===== src/rtl/seven_segment_driver.sv =====
// seven_segment_driver: 4-digit common-anode display scanner with a sequential
// binary-to-BCD (double-dabble) converter.
//
// Optional feature macro: LEADING_ZERO_BLANK_EN
//   defined     -> leading zero digits (3..1) are blanked, digit 0 always shown
//   not defined -> all four digits always shown
//
// State table:
//   IDLE   | waiting for a new input value (or the first cycle after reset)
//   SHIFT  | one double-dabble step per cycle, 14 steps
//   COMMIT | copy converted BCD to the display registers in one cycle
module seven_segment_driver #(
  parameter int MAX_VALUE      = 9999,
  parameter bit SEG_ACTIVE_LOW = 1'b1
) (
  input  logic        clk,
  input  logic        reset,
  input  logic        clk_seven_segment,
  input  logic        clk_blinking,
  input  logic [13:0] value,
  input  logic [3:0]  blink_mask,
  input  logic [3:0]  dp_mask,
  input  logic        show_en,
  output logic [3:0]  an,
  output logic [6:0]  seg,
  output logic        dp,
  output logic        busy
);

  typedef enum logic [1:0] {IDLE, SHIFT, COMMIT} state_t;

  localparam logic [13:0] MAX_V = 14'(MAX_VALUE);
  // Output polarity flip: 0 keeps the native active-low encoding.
  localparam logic        INV   = !SEG_ACTIVE_LOW;

  state_t      state_q;
  logic [13:0] shift_q;
  logic [13:0] raw_q;
  logic [13:0] last_value_q;
  logic [15:0] acc_q;
  logic [15:0] bcd_q;
  logic [3:0]  count_q;
  logic        first_q;
  logic        busy_q;

  logic        scan_q;
  logic        blink_q;
  logic [1:0]  idx_q;
  logic [3:0]  an_q;
  logic [6:0]  seg_q;
  logic        dp_q;

  logic        seg_tick;
  logic [15:0] acc_adj;
  logic [15:0] bcd_next;
  logic [1:0]  idx_d;
  logic [3:0]  digit;
  logic [6:0]  seg_l;
  logic        dp_l;
  logic [3:0]  an_l;
  logic [3:0]  an_d;
  logic [6:0]  seg_d;
  logic        dp_d;

  // Add 3 to every BCD nibble that is 5 or more (pre-shift correction).
  function automatic logic [15:0] dd_adjust(input logic [15:0] b);
    logic [15:0] r;
    r = b;
    for (int n = 0; n < 4; n++) begin
      if (r[n*4 +: 4] >= 4'd5) r[n*4 +: 4] = r[n*4 +: 4] + 4'd3;
    end
    return r;
  endfunction

  // Active-low {g,f,e,d,c,b,a} pattern for one decimal digit.
  function automatic logic [6:0] seg_code(input logic [3:0] d);
    case (d)
      4'd0:    seg_code = 7'b1000000;
      4'd1:    seg_code = 7'b1111001;
      4'd2:    seg_code = 7'b0100100;
      4'd3:    seg_code = 7'b0110000;
      4'd4:    seg_code = 7'b0011001;
      4'd5:    seg_code = 7'b0010010;
      4'd6:    seg_code = 7'b0000010;
      4'd7:    seg_code = 7'b1111000;
      4'd8:    seg_code = 7'b0000000;
      4'd9:    seg_code = 7'b0010000;
      default: seg_code = 7'b1111111;
    endcase
  endfunction

  assign acc_adj  = dd_adjust(acc_q);
  assign seg_tick = clk_seven_segment & ~scan_q;
  // A commit in the same cycle as a tick must be visible immediately.
  assign bcd_next = (state_q == COMMIT) ? acc_q : bcd_q;

  // Conversion FSM: capture, 14 shift steps, atomic commit.
  always_ff @(posedge clk) begin
    if (reset) begin
      state_q      <= IDLE;
      shift_q      <= '0;
      raw_q        <= '0;
      last_value_q <= '0;
      acc_q        <= '0;
      bcd_q        <= '0;
      count_q      <= '0;
      first_q      <= 1'b1;
      busy_q       <= 1'b0;
    end else begin
      case (state_q)
        IDLE: begin
          if (first_q || (value != last_value_q)) begin
            shift_q <= (value > MAX_V) ? MAX_V : value;
            raw_q   <= value;
            acc_q   <= '0;
            count_q <= '0;
            first_q <= 1'b0;
            busy_q  <= 1'b1;
            state_q <= SHIFT;
          end
        end
        SHIFT: begin
          acc_q   <= {acc_adj[14:0], shift_q[13]};
          shift_q <= {shift_q[12:0], 1'b0};
          count_q <= count_q + 4'd1;
          if (count_q == 4'd13) state_q <= COMMIT;
        end
        COMMIT: begin
          bcd_q        <= acc_q;
          last_value_q <= raw_q;
          busy_q       <= 1'b0;
          state_q      <= IDLE;
        end
        default: state_q <= IDLE;
      endcase
    end
  end

  // Next digit index and the display pattern for that digit.
  always_comb begin
    idx_d = seg_tick ? idx_q + 2'd1 : idx_q;
    digit = bcd_next[{idx_d, 2'b00} +: 4];
    seg_l = seg_code(digit);
`ifdef LEADING_ZERO_BLANK_EN
    case (idx_d)
      2'd1:    if (bcd_next[15:4] == 12'd0) seg_l = 7'h7F;
      2'd2:    if (bcd_next[15:8] == 8'd0) seg_l = 7'h7F;
      2'd3:    if (bcd_next[15:12] == 4'd0) seg_l = 7'h7F;
      default: ;
    endcase
`endif
    dp_l = ~dp_mask[idx_d];
    if (blink_mask[idx_d] && !blink_q) begin
      seg_l = 7'h7F;
      dp_l  = 1'b1;
    end
    an_l  = show_en ? ~(4'b0001 << idx_d) : 4'b1111;
    an_d  = an_l ^ {4{INV}};
    seg_d = seg_l ^ {7{INV}};
    dp_d  = dp_l ^ INV;
  end

  // Edge detect on the scan wave; outputs only change on a scan tick.
  always_ff @(posedge clk) begin
    if (reset) begin
      scan_q  <= 1'b0;
      blink_q <= 1'b0;
      idx_q   <= 2'd0;
      an_q    <= 4'b1111 ^ {4{INV}};
      seg_q   <= 7'h7F ^ {7{INV}};
      dp_q    <= 1'b1 ^ INV;
    end else begin
      scan_q  <= clk_seven_segment;
      blink_q <= clk_blinking;
      if (seg_tick) begin
        idx_q <= idx_d;
        an_q  <= an_d;
        seg_q <= seg_d;
        dp_q  <= dp_d;
      end
    end
  end

  assign an   = an_q;
  assign seg  = seg_q;
  assign dp   = dp_q;
  assign busy = busy_q;

endmodule

===== config.mk =====
export PLATFORM = sky130hd
export DESIGN_NAME = seven_segment_driver
export DESIGN_NICKNAME = d
export VERILOG_FILES = /design/src/rtl/seven_segment_driver.sv
export SDC_FILE = /design/constraint.sdc
export NUM_CORES = 1
export LEC_CHECK = 0
export CAP_MARGIN = 20
export CELL_PAD_IN_SITES_DETAIL_PLACEMENT = 1
export CELL_PAD_IN_SITES_GLOBAL_PLACEMENT = 1
export CORE_UTILIZATION = 44
export DETAILED_ROUTE_END_ITERATION = 8
export MAX_ROUTING_LAYER = met4
export PLACE_DENSITY_LB_ADDON = 0.25
export SLEW_MARGIN = 20
export SYNTH_ARGS = -nofsm -noshare
export SYNTH_HDL_FRONTEND = slang
export SYNTH_SLANG_ARGS = --single-unit

===== constraint.sdc =====
create_clock -name clk -period 3.33 [get_ports clk]
set_input_delay 0.4995 -clock clk [delete_from_list [all_inputs] [get_ports clk]]
set_output_delay 0.4995 -clock clk [all_outputs]
set_load 0.05 [all_outputs]

Word-level counts from Yosys, hierarchy flattened
Memory sizes are Yosys's and may differ from the RTL's.
Index checks and enable logic that the tools add are counted.
- register bits after elaboration: 98
- bits in read-only memories: 112
- output and inout port bits: 13
- memories kept: 1
- memory list (name ; words ; bits a word ; rd ports ; clocked after Yosys merged registers in ; write ports ; line ; RTL):
    (no name shown) ; 16 ; 7 ; 1 ; 0 ; 0 ; 77 ; case (d)
- add/subtract/negate cells: 6
- magnitude comparators: 6
- equality and inequality tests: 6
- shifts and indexed selects: 2
- mux-type cells: 25
- bitwise operators: 4
- reductions and logical operators: 10
- operators by type and width (operator ; count):
    $mux W16 ; 2
    $pmux W16 S2 ; 1
    $mux W14 ; 2
    $pmux W14 S2 ; 1
    $mux W4 ; 5
    $ge A4 B3 Y1 const B ; 4
    $shiftx A16 B5 Y4 ; 1
    $gt A14 B14 Y1 const B ; 1
    $ne A14 B14 Y1 ; 1
    $add A4 B2 Y4 const B ; 3
    $pmux W4 S2 ; 1
    $reduce_and A2 Y1 ; 4
    $mux W7 ; 1
    $mux W2 ; 3
    $add A4 B1 Y4 const B ; 1
    $bmux W1 S2 ; 2
    $eq A4 B4 Y1 const B ; 1
    $mux W1 ; 4
    $ne A2 B2 Y1 const B ; 2
    $not A4 Y4 ; 1
    $pmux W2 S2 ; 1
    $reduce_bool A2 Y1 ; 2
    $shl A1 B2 Y4 const A ; 1
    $add A3 B2 Y3 const B ; 1
    12 further kinds ; 13

Longest topological paths before layout
Gate-level depths: netlist (run 1).
- depth after elaboration: 7
- gate-level depth with buffers: 10
- mapped depth without buffers: 8

Worst setup path before layout (run 1)
OpenSTA, ideal clock, no wires.
- path kind: input -> register
- from: input clk_seven_segment
- to: register seg_q[3] (netlist: seg[3])
- library setup time: 0.091 ns
- arrival time: 2.375 ns
- data required time: 3.239 ns
- slack: 0.864 ns
- stages on the path: 7
- cells stage by stage: nor2b_1 > buf_4 > xnor2_2 > mux4_2 > ha_1 > or2_0 > a311oi_1
- longest elaborated chain between the ends: 6
- elaborated cells between the ends (all ways): 8
- RTL lines (item ; line ; RTL):
    from (decl) ; 18 ; input logic clk_seven_segment,
    $and A1 B1 Y1 * ; 93 ; assign seg_tick = clk_seven_segment & ~scan_q;
    parallel branches: the longest is 5 deep, another holds $mem_v2 Z16 W7 ; - ;
    to (signal assigned) ; 170 ; seg_q <= 7'h7F ^ {7{INV}};
    to (signal assigned) ; 178 ; seg_q <= seg_d;
    to (decl) ; 50 ; logic [6:0] seg_q;
Every way passes the cells marked *. The select of a mux whose other input is x is not followed.
A chain may end at the register's enable or synchronous reset.

Final worst setup path (run 1)
Same ends and word-level chain as after synthesis.

==> flow_metrics.tcl, run 1 <==
set metrics [dict create \
    final_cell_count_no_fill 701 \
    maximum_clock_path_buffer_count 2 \
    seq_power_share_pct 53.5 \
    antenna_found_initial 0 \
    placed_cells 685 \
    storage_element_area_mm2 0.00196 \
    multiplexer_share_of_the_synthesized_area_pct 6.29 \
    routed_wirelength_um 11800 \
    post_cts.repair.setup_buffers 0 \
    finalSetupViolations 0 \
    finalCriticalPeriod_ps 2660 \
    numCtsBuffers 9 \
    final_core_util_pct 53.3 \
    dominantRegCellSynth "sky130_fd_sc_hd__dfxtp_1" \
    synth_top_cell_area_share_pct 43.3 \
    grt_first_pass_wirelength_um 18900 \
    synth_edf_count 0 \
    power.leakage_uw 0.00203 \
    flow.area_growth_from_synthesis_pct 16.0 \
    power.total_uw 2330 \
    detailedRoute.firstPassIterationCount 4 \
    num_io_pins 40 \
    worst_skew_pair.late_latency_ps 370 \
    regToRegSetupSlack_ps 760 \
    cts.htree.levels 3 \
    num_rows 36 \
    synth_top_family_by_area "simple AND/OR/NAND/NOR gates" \
    synth_seq_area_share_pct 43.3 \
    core-area_mm2 0.00986 \
    postSynthAreaPerCell_um2 8.53 \
    worst_setup_hold_path_clk_slew_ps 100 \
    switching_share_pct 27.6 \
    share_of_the_clock_period_used_by_the_worst_path_pct 80.0 \
    layout.filler_cells 1161 \
    final.setup.worst_slack_ps 666 \
    portBuffers 39 \
    critPathCaptureType "register" \
    finalNetCount 605 \
    synth.area.top_cells "sky130_fd_sc_hd__dfxtp_1 (43%), sky130_fd_sc_hd__a21oi_1 (6.1%), sky130_fd_sc_hd__nand2_1 (5.7%), sky130_fd_sc_hd__nor2_1 (4.9%), sky130_fd_sc_hd__ha_1 (4.1%)" \
    slew_headroom_pct 36.0 \
    p_int_uw 1690 \
    grt_max_degree 48 \
    synth_area_leader_cell "sky130_fd_sc_hd__dfxtp_1" \
    setup-tns-final_ps 0 \
    dp.final_hpwl_um 8380 \
    multi_input_area_mm2 0.00238 \
    yosys.area_share.simple_pct 21.0 \
    yosys_warnings 0 \
    final_layout_size_suffix_gt1_share_pct 8.98 \
    power.ir.vdd_worst_v 0.000210 \
    compound_cell_area_share_of_the_yosys_netlist_pct 16.2 \
    grt_usage_pct 24.0 \
    die_w_um 103 \
    syn-cell-area_mm2 0.00453 \
    cts.root.buffer_cell "sky130_fd_sc_hd__clkbuf_8" \
    finClkSkew_ps 11.3 \
    place.gp.congestion 0.853 \
    post_drt_via_cell_ratio 5.50 \
    drt-wirelength-per-cell_um 16.8 \
    critPathMaxFanout 5 \
    worstSetupPathType "in2reg" \
    p_per_area_mw_per_mm2 443 \
    initial_cell_density_of_the_core_pct 45.9 \
    max-cap-violations 0 \
    switching_power_uw 644 \
    combPwrFrac_pct 12.4 \
    clock_tree_from_tritoncts "built" \
    synth_async_sr_flop_share_pct 0 \
    grt_pass1_vias 3889 \
    cts_resized 0 \
    max_freq_mhz 375 \
    yosys_register_bits 98 \
    power.clock.fraction_pct 34.1 \
    post_synthesis_instance_total 531 \
    hold_path.class "in2reg" \
    timing.critical_path.required_ps 3610 \
    arrival_time_at_the_worst_endpoint_ps 2940 \
    design.die.area_mm2 0.0107 \
    die-height_um 103 \
    number_of_violations_reported_at_the_end_of_detailed_routing_iteration_0 103 \
    pre_cts_ws_ps 293 \
    status "completed" \
    vias 3852 \
    synth_fp_nets 573 \
    ant_nets 0 \
    gr-total-overflow 0 \
    yosys.cell_types.count 44 \
    cts.sinks 98 \
    worstMarginPinSlew_ps 958 \
    synth_xor_area_share_pct 4.80 \
    detail_route.drc_violations 0 \
    final-max-slew-violation-count 0 \
    synth_fa_ha_area_share_pct 4.14 \
    finalHoldViolCount 0 \
    grt_setup_unrepaired "false" \
    critPathLaunchType "input pin" \
    insertedDiodeCount 0 \
    cts_hold_repair.buffers 0 \
]
-- power groups by stage --
stage	registers, uW	logic [uW]	clock network [uW]
6_report	1250	289	794
5_1_grt	1250	314	863
4_1_cts	1250	292	814
3_5_place_dp	1270	290	0
3_3_place_gp	1270	281	0
2_1_floorplan	1300	148	0
-- metrics by stage --
stage          hold slack (ps)  instance area (um^2)
2_1_floorplan              432                  4530
4_1_cts                    385                  5260
3_3_place_gp               436                  5060
3_5_place_dp               447                  5060
5_1_grt                    417                  5260
6_report                   402                  5260
-- cell usage after synthesis, drive strengths merged (2+ instances only) --
cell and count:
buf 6, a22oi 14, a32oi 2, a211oi 8, clkbuf 28, nor4 4
a21oi 55, mux4 6, nand2 69, dfxtp 98, nand4 2, or2 2
or3b 4, a311oi 3, o22ai 4, inv 12, nand3b 2, xnor2 6
nand4b 2, o221a 6, nand3 25, ha 15, nand2b 18, mux2i 15
or3 2, o21ai 16, o21bai 2, nor3 12, nor2 59, nor2b 6
o31ai 2, a31oi 2, xor2 18
-- metal layers --
| layer | part of all wire (%) | GRT usage [%] |
|---|---|---|
| met4 | 2.0 | 9.32 |
| met5 | 0 | - |
| met2 | 53 | 42.9 |
| met1 | 42 | 27.0 |
| met3 | 2.1 | 3.16 |
-- cells by family (layout without fill, tap and decap cells) --
group                    count (synthesis)  after routing
AO/OA/AOI/OAI                          118            118
buffers and inverters                   47             84
AND/OR/NAND/NOR                        208            208
adder cells (fa/ha/maj)                 15             15
flip-flops                              98             98
multiplexers                            21             21
XOR/XNOR                                24             24
-- flip-flops by register name (all words and copies together) (netlist names) --
| name | flops |
|---|---|
| first_q | 1 |
| state_q | 2 |
| last_value_q | 14 |
| busy | 1 |
| count_q | 4 |
| acc_q | 16 |
| shift_q | 14 |
| dp | 1 |
| blink_q | 1 |
| bcd_q | 16 |
| an | 4 |
| seg | 7 |
| idx_q | 2 |
| scan_q | 1 |
| raw_q | 14 |
-- worst max-delay path, stage by stage --
cell and delay (ps):
sky130_fd_sc_hd__clkdlybuf4s50_1 520, sky130_fd_sc_hd__nor2b_1 280, sky130_fd_sc_hd__xnor2_2 220, sky130_fd_sc_hd__mux4_2 620, sky130_fd_sc_hd__ha_1 350, sky130_fd_sc_hd__or2_0 220
sky130_fd_sc_hd__a311oi_1 240
-- final timing paths --
kind	from	to	cells after the start
worst min register to register	raw_q[6]	last_value_q[6]	2
worst max register to register	idx_q[0]	seg[3]	6
worst min-delay path	reset	seg[4]	3
worst max-delay path	clk_seven_segment	seg[3]	7
-- area by class of cell --
class                   instances  share of cell area [%]
repair buffers                 55                    9.61
clock buffers                   9                    2.36
multi-input cells             386                    45.2
flip-flops and latches         98                    37.3
well taps                     133                    3.16
inverters                      13                   0.928
clock inverters                 7                    1.45
-- layout by cell type, fill, tap and decap left out, types with 5 or more instances in the layout --
cell type,instances
sky130_fd_sc_hd__a211oi_1,8
sky130_fd_sc_hd__a21oi_1,55
sky130_fd_sc_hd__a22oi_1,14
sky130_fd_sc_hd__buf_4,16
sky130_fd_sc_hd__clkbuf_8,9
sky130_fd_sc_hd__clkdlybuf4s50_1,38
sky130_fd_sc_hd__dfxtp_1,98
sky130_fd_sc_hd__ha_1,15
sky130_fd_sc_hd__inv_1,12
sky130_fd_sc_hd__mux2i_1,15
sky130_fd_sc_hd__mux4_2,6
sky130_fd_sc_hd__nand2_1,69
sky130_fd_sc_hd__nand2b_1,18
sky130_fd_sc_hd__nand3_1,25
sky130_fd_sc_hd__nor2_1,59
sky130_fd_sc_hd__nor2b_1,6
sky130_fd_sc_hd__nor3_1,12
sky130_fd_sc_hd__o21ai_0,16
sky130_fd_sc_hd__o221a_2,6
sky130_fd_sc_hd__xnor2_1,5
sky130_fd_sc_hd__xor2_1,18
Power figures use the tool's default switching activity.
==> run 2: changes to the inputs <==
--- a/config.mk
+++ b/config.mk
@@ -8,7 +8,7 @@
 export CAP_MARGIN = 20
 export CELL_PAD_IN_SITES_DETAIL_PLACEMENT = 1
 export CELL_PAD_IN_SITES_GLOBAL_PLACEMENT = 1
-export CORE_UTILIZATION = 44
+export CORE_UTILIZATION = 39
 export DETAILED_ROUTE_END_ITERATION = 8
 export MAX_ROUTING_LAYER = met4
 export PLACE_DENSITY_LB_ADDON = 0.25
==> constraint.sdc (replaced) <==
create_clock -name clk -period 2.34 [get_ports clk]
set_input_delay 0.351 -clock clk [delete_from_list [all_inputs] [get_ports clk]]
set_output_delay 0.351 -clock clk [all_outputs]
set_load 0.05 [all_outputs]
==> run 2 against run 1 <==
  * Highest routed layer unchanged
  * Critical endpoint is now seg[2]
  * Sequential share of layout area shrank 3.4 points
  * Clock skew shrank 4.0 ps
  * Worst setup slack lost 580 ps
==> flow_metrics.tcl, run 2 (synthesized netlist as in run 1, its figures left out) <==
set metrics [dict create \
    critPathMaxFanout 6 \
    worstReg2RegEnd "seg[2]" \
    worstHoldPathCells 3 \
    numCtsBuffers 9 \
    dp.final_hpwl_um 8860 \
    cts.sinks 98 \
    slowest_stage "sky130_fd_sc_hd__mux2i_1" \
    worst_setup_sp "state_q[0]" \
    flow.area_growth_from_synthesis_pct 27.8 \
    finalHoldViolCount 0 \
    final-max-slew-violation-count 0 \
    insertedDiodeCount 0 \
    worstSetupPathType "reg2reg" \
    maximum_clock_path_buffer_count 2 \
    hold_start "clk_seven_segment" \
    final.setup.worst_slack_ps 89.0 \
    leading_cell_type_in_the_layout_fill_and_taps_excluded "sky130_fd_sc_hd__dfxtp_1" \
    finalNetCount 651 \
    power.leakage_uw 0.00232 \
    p_per_area_mw_per_mm2 640 \
    cts.root.buffer_cell "sky130_fd_sc_hd__clkbuf_16" \
    num_rows 38 \
    worstMarginPinSlew_ps 846 \
    layout.filler_cells 1333 \
    placed_cells 736 \
    regToRegSetupSlack_ps 90 \
    critPathLaunchType "register" \
    clock_tree_from_tritoncts "built" \
    post_drt_via_cell_ratio 5.39 \
    design.die.area_mm2 0.0121 \
    die-height_um 110 \
    finalCriticalPeriod_ps 2250 \
    detail_route.drc_violations 0 \
    critical_path.max_stage_delay_ps 370 \
    ant_nets 0 \
    most_frequent_cell_on_the_critical_path "sky130_fd_sc_hd__buf_4" \
    share_of_the_clock_period_used_by_the_worst_path_pct 96.2 \
    routed_wirelength_um 12400 \
    core-area_mm2 0.0111 \
    multi_input_area_mm2 0.00245 \
    hold_path.class "in2reg" \
    final_cell_count_no_fill 754 \
    die_w_um 110 \
    layout_top_registers "acc_q x16, bcd_q x16" \
    number_of_violations_reported_at_the_end_of_detailed_routing_iteration_0 227 \
    pre_cts_ws_ps -491 \
    final_layout_size_suffix_gt1_share_pct 16.9 \
    place.gp.congestion 0.766 \
    finClkSkew_ps 7.25 \
    slew_headroom_pct 43.6 \
    critical_path.endpoint "seg[2]" \
    gr-total-overflow 0 \
    finalSetupViolations 0 \
    grt_usage_pct 22.7 \
    r2r.worst_path.cells 9 \
    grt_max_degree 94 \
    power.ir.vdd_worst_v 0.000383 \
    final_core_util_pct 52.3 \
    max_freq_mhz 444 \
    worst_skew_pair.late_latency_ps 350 \
    status "completed" \
    worst_setup_hold_path_clk_slew_ps 60 \
    storage_element_area_mm2 0.00196 \
    grt_first_pass_wirelength_um 20100 \
    vias 4064 \
    grt_use_met2_pct 38.8 \
    grt_pass1_vias 4093 \
    max-cap-violations 0 \
    worstReg2RegStart "state_q[0]" \
    global_route.peak_usage_layer "met2" \
    portBuffers 39 \
    num_io_pins 40 \
    crit_chain "nand2b_4 > buf_4 > mux2i_1 > mux4_2 > buf_4 > buf_4 > nand2_1 > nor3_4 > a211oi_1" \
    global_route.usage.met3_pct 3.08 \
    initial_cell_density_of_the_core_pct 40.9 \
    detailedRoute.firstPassIterationCount 5 \
    grt.met1_usage_pct 27.2 \
    critPathCaptureType "register" \
    antenna_found_initial 0 \
    most-common-layout-cells "sky130_fd_sc_hd__dfxtp_1 (98), sky130_fd_sc_hd__nand2_1 (69), sky130_fd_sc_hd__buf_4 (61)" \
    timing.critical_path.required_ps 2570 \
    drt-wirelength-per-cell_um 16.4 \
    cts.htree.levels 3 \
    arrival_time_at_the_worst_endpoint_ps 2480 \
]
-- run 2: cell types whose count changed in the layout (fill, tap and decap cells not counted), moves of 2 or more --
cell                        delta
sky130_fd_sc_hd__inv_6         -2
sky130_fd_sc_hd__ha_1          -2
sky130_fd_sc_hd__clkbuf_8      -6
sky130_fd_sc_hd__clkbuf_16     +9
sky130_fd_sc_hd__buf_4        +45
-- run 2: layout make-up --
type	instances	area share, %
Inverter	13	0.843
Timing Repair Buffer	101	15.0
Clock buffer	13	4.67
Multi-Input combinational cell	386	42.2
Tap cell	140	3.03
Sequential cell	98	33.9
Clock inverter	3	0.389
-- run 2: worst min-delay path by stage --
stage / endpoint / slack [ps]
5_1_grt: scan_q / 470
3_5_place_dp: raw_q[5] / 450
4_1_cts: last_value_q[8] / 460
6_report: scan_q / 440
2_1_floorplan: last_value_q[0] / 430
3_3_place_gp: last_value_q[9] / 440
-- run 2: metrics by stage --
stage                     TNS, ps  hold WS (ps)  total power (uW)  cell area (um^2)
final                           0           444              3700              5790
after floorplan                 0           432              2060              4530
after global placement      -4260           435              2260              5410
after detailed placement    -5700           451              2280              5410
after global routing         -362           474              3860              5790
after CTS                   -19.0           462              3740              5730
-- run 2: report_power, final --
| group | leakage (uW) | switching [uW] | internal, uW |
|---|---|---|---|
| sequential | 0.000800 | 37.9 | 1730 |
| clock | 0.000134 | 641 | 809 |
| combinational | 0.00139 | 267 | 220 |
-- run 2: worst max-delay path: cells and delay by family, from the launching register on --
| kind | cells | cell delay, ps |
|---|---|---|
| compound gates | 1 | 80 |
| buf+inv | 3 | 400 |
| simple gates | 3 | 570 |
| flops | 1 | 340 |
| mux | 2 | 740 |
-- run 2: metal layers --
layer / share of wire [%] / vias up / wire, um
li1: - / 1998 / -
met1: 44 / 1980 / 5460
met2: 51 / 73 / 6280
met3: 3.7 / 13 / 461
met4: 1.5 / 0 / 184
met5: 0 / - / 0
-- run 2: timing repair --
item | 4_1_cts | 5_1_grt
setup endpoints to repair | 6 | 11
setup buffers | 0 | 2
pin swaps | 0 | 2
resized for setup | 5 | 8
hold buffers | 0 | 0
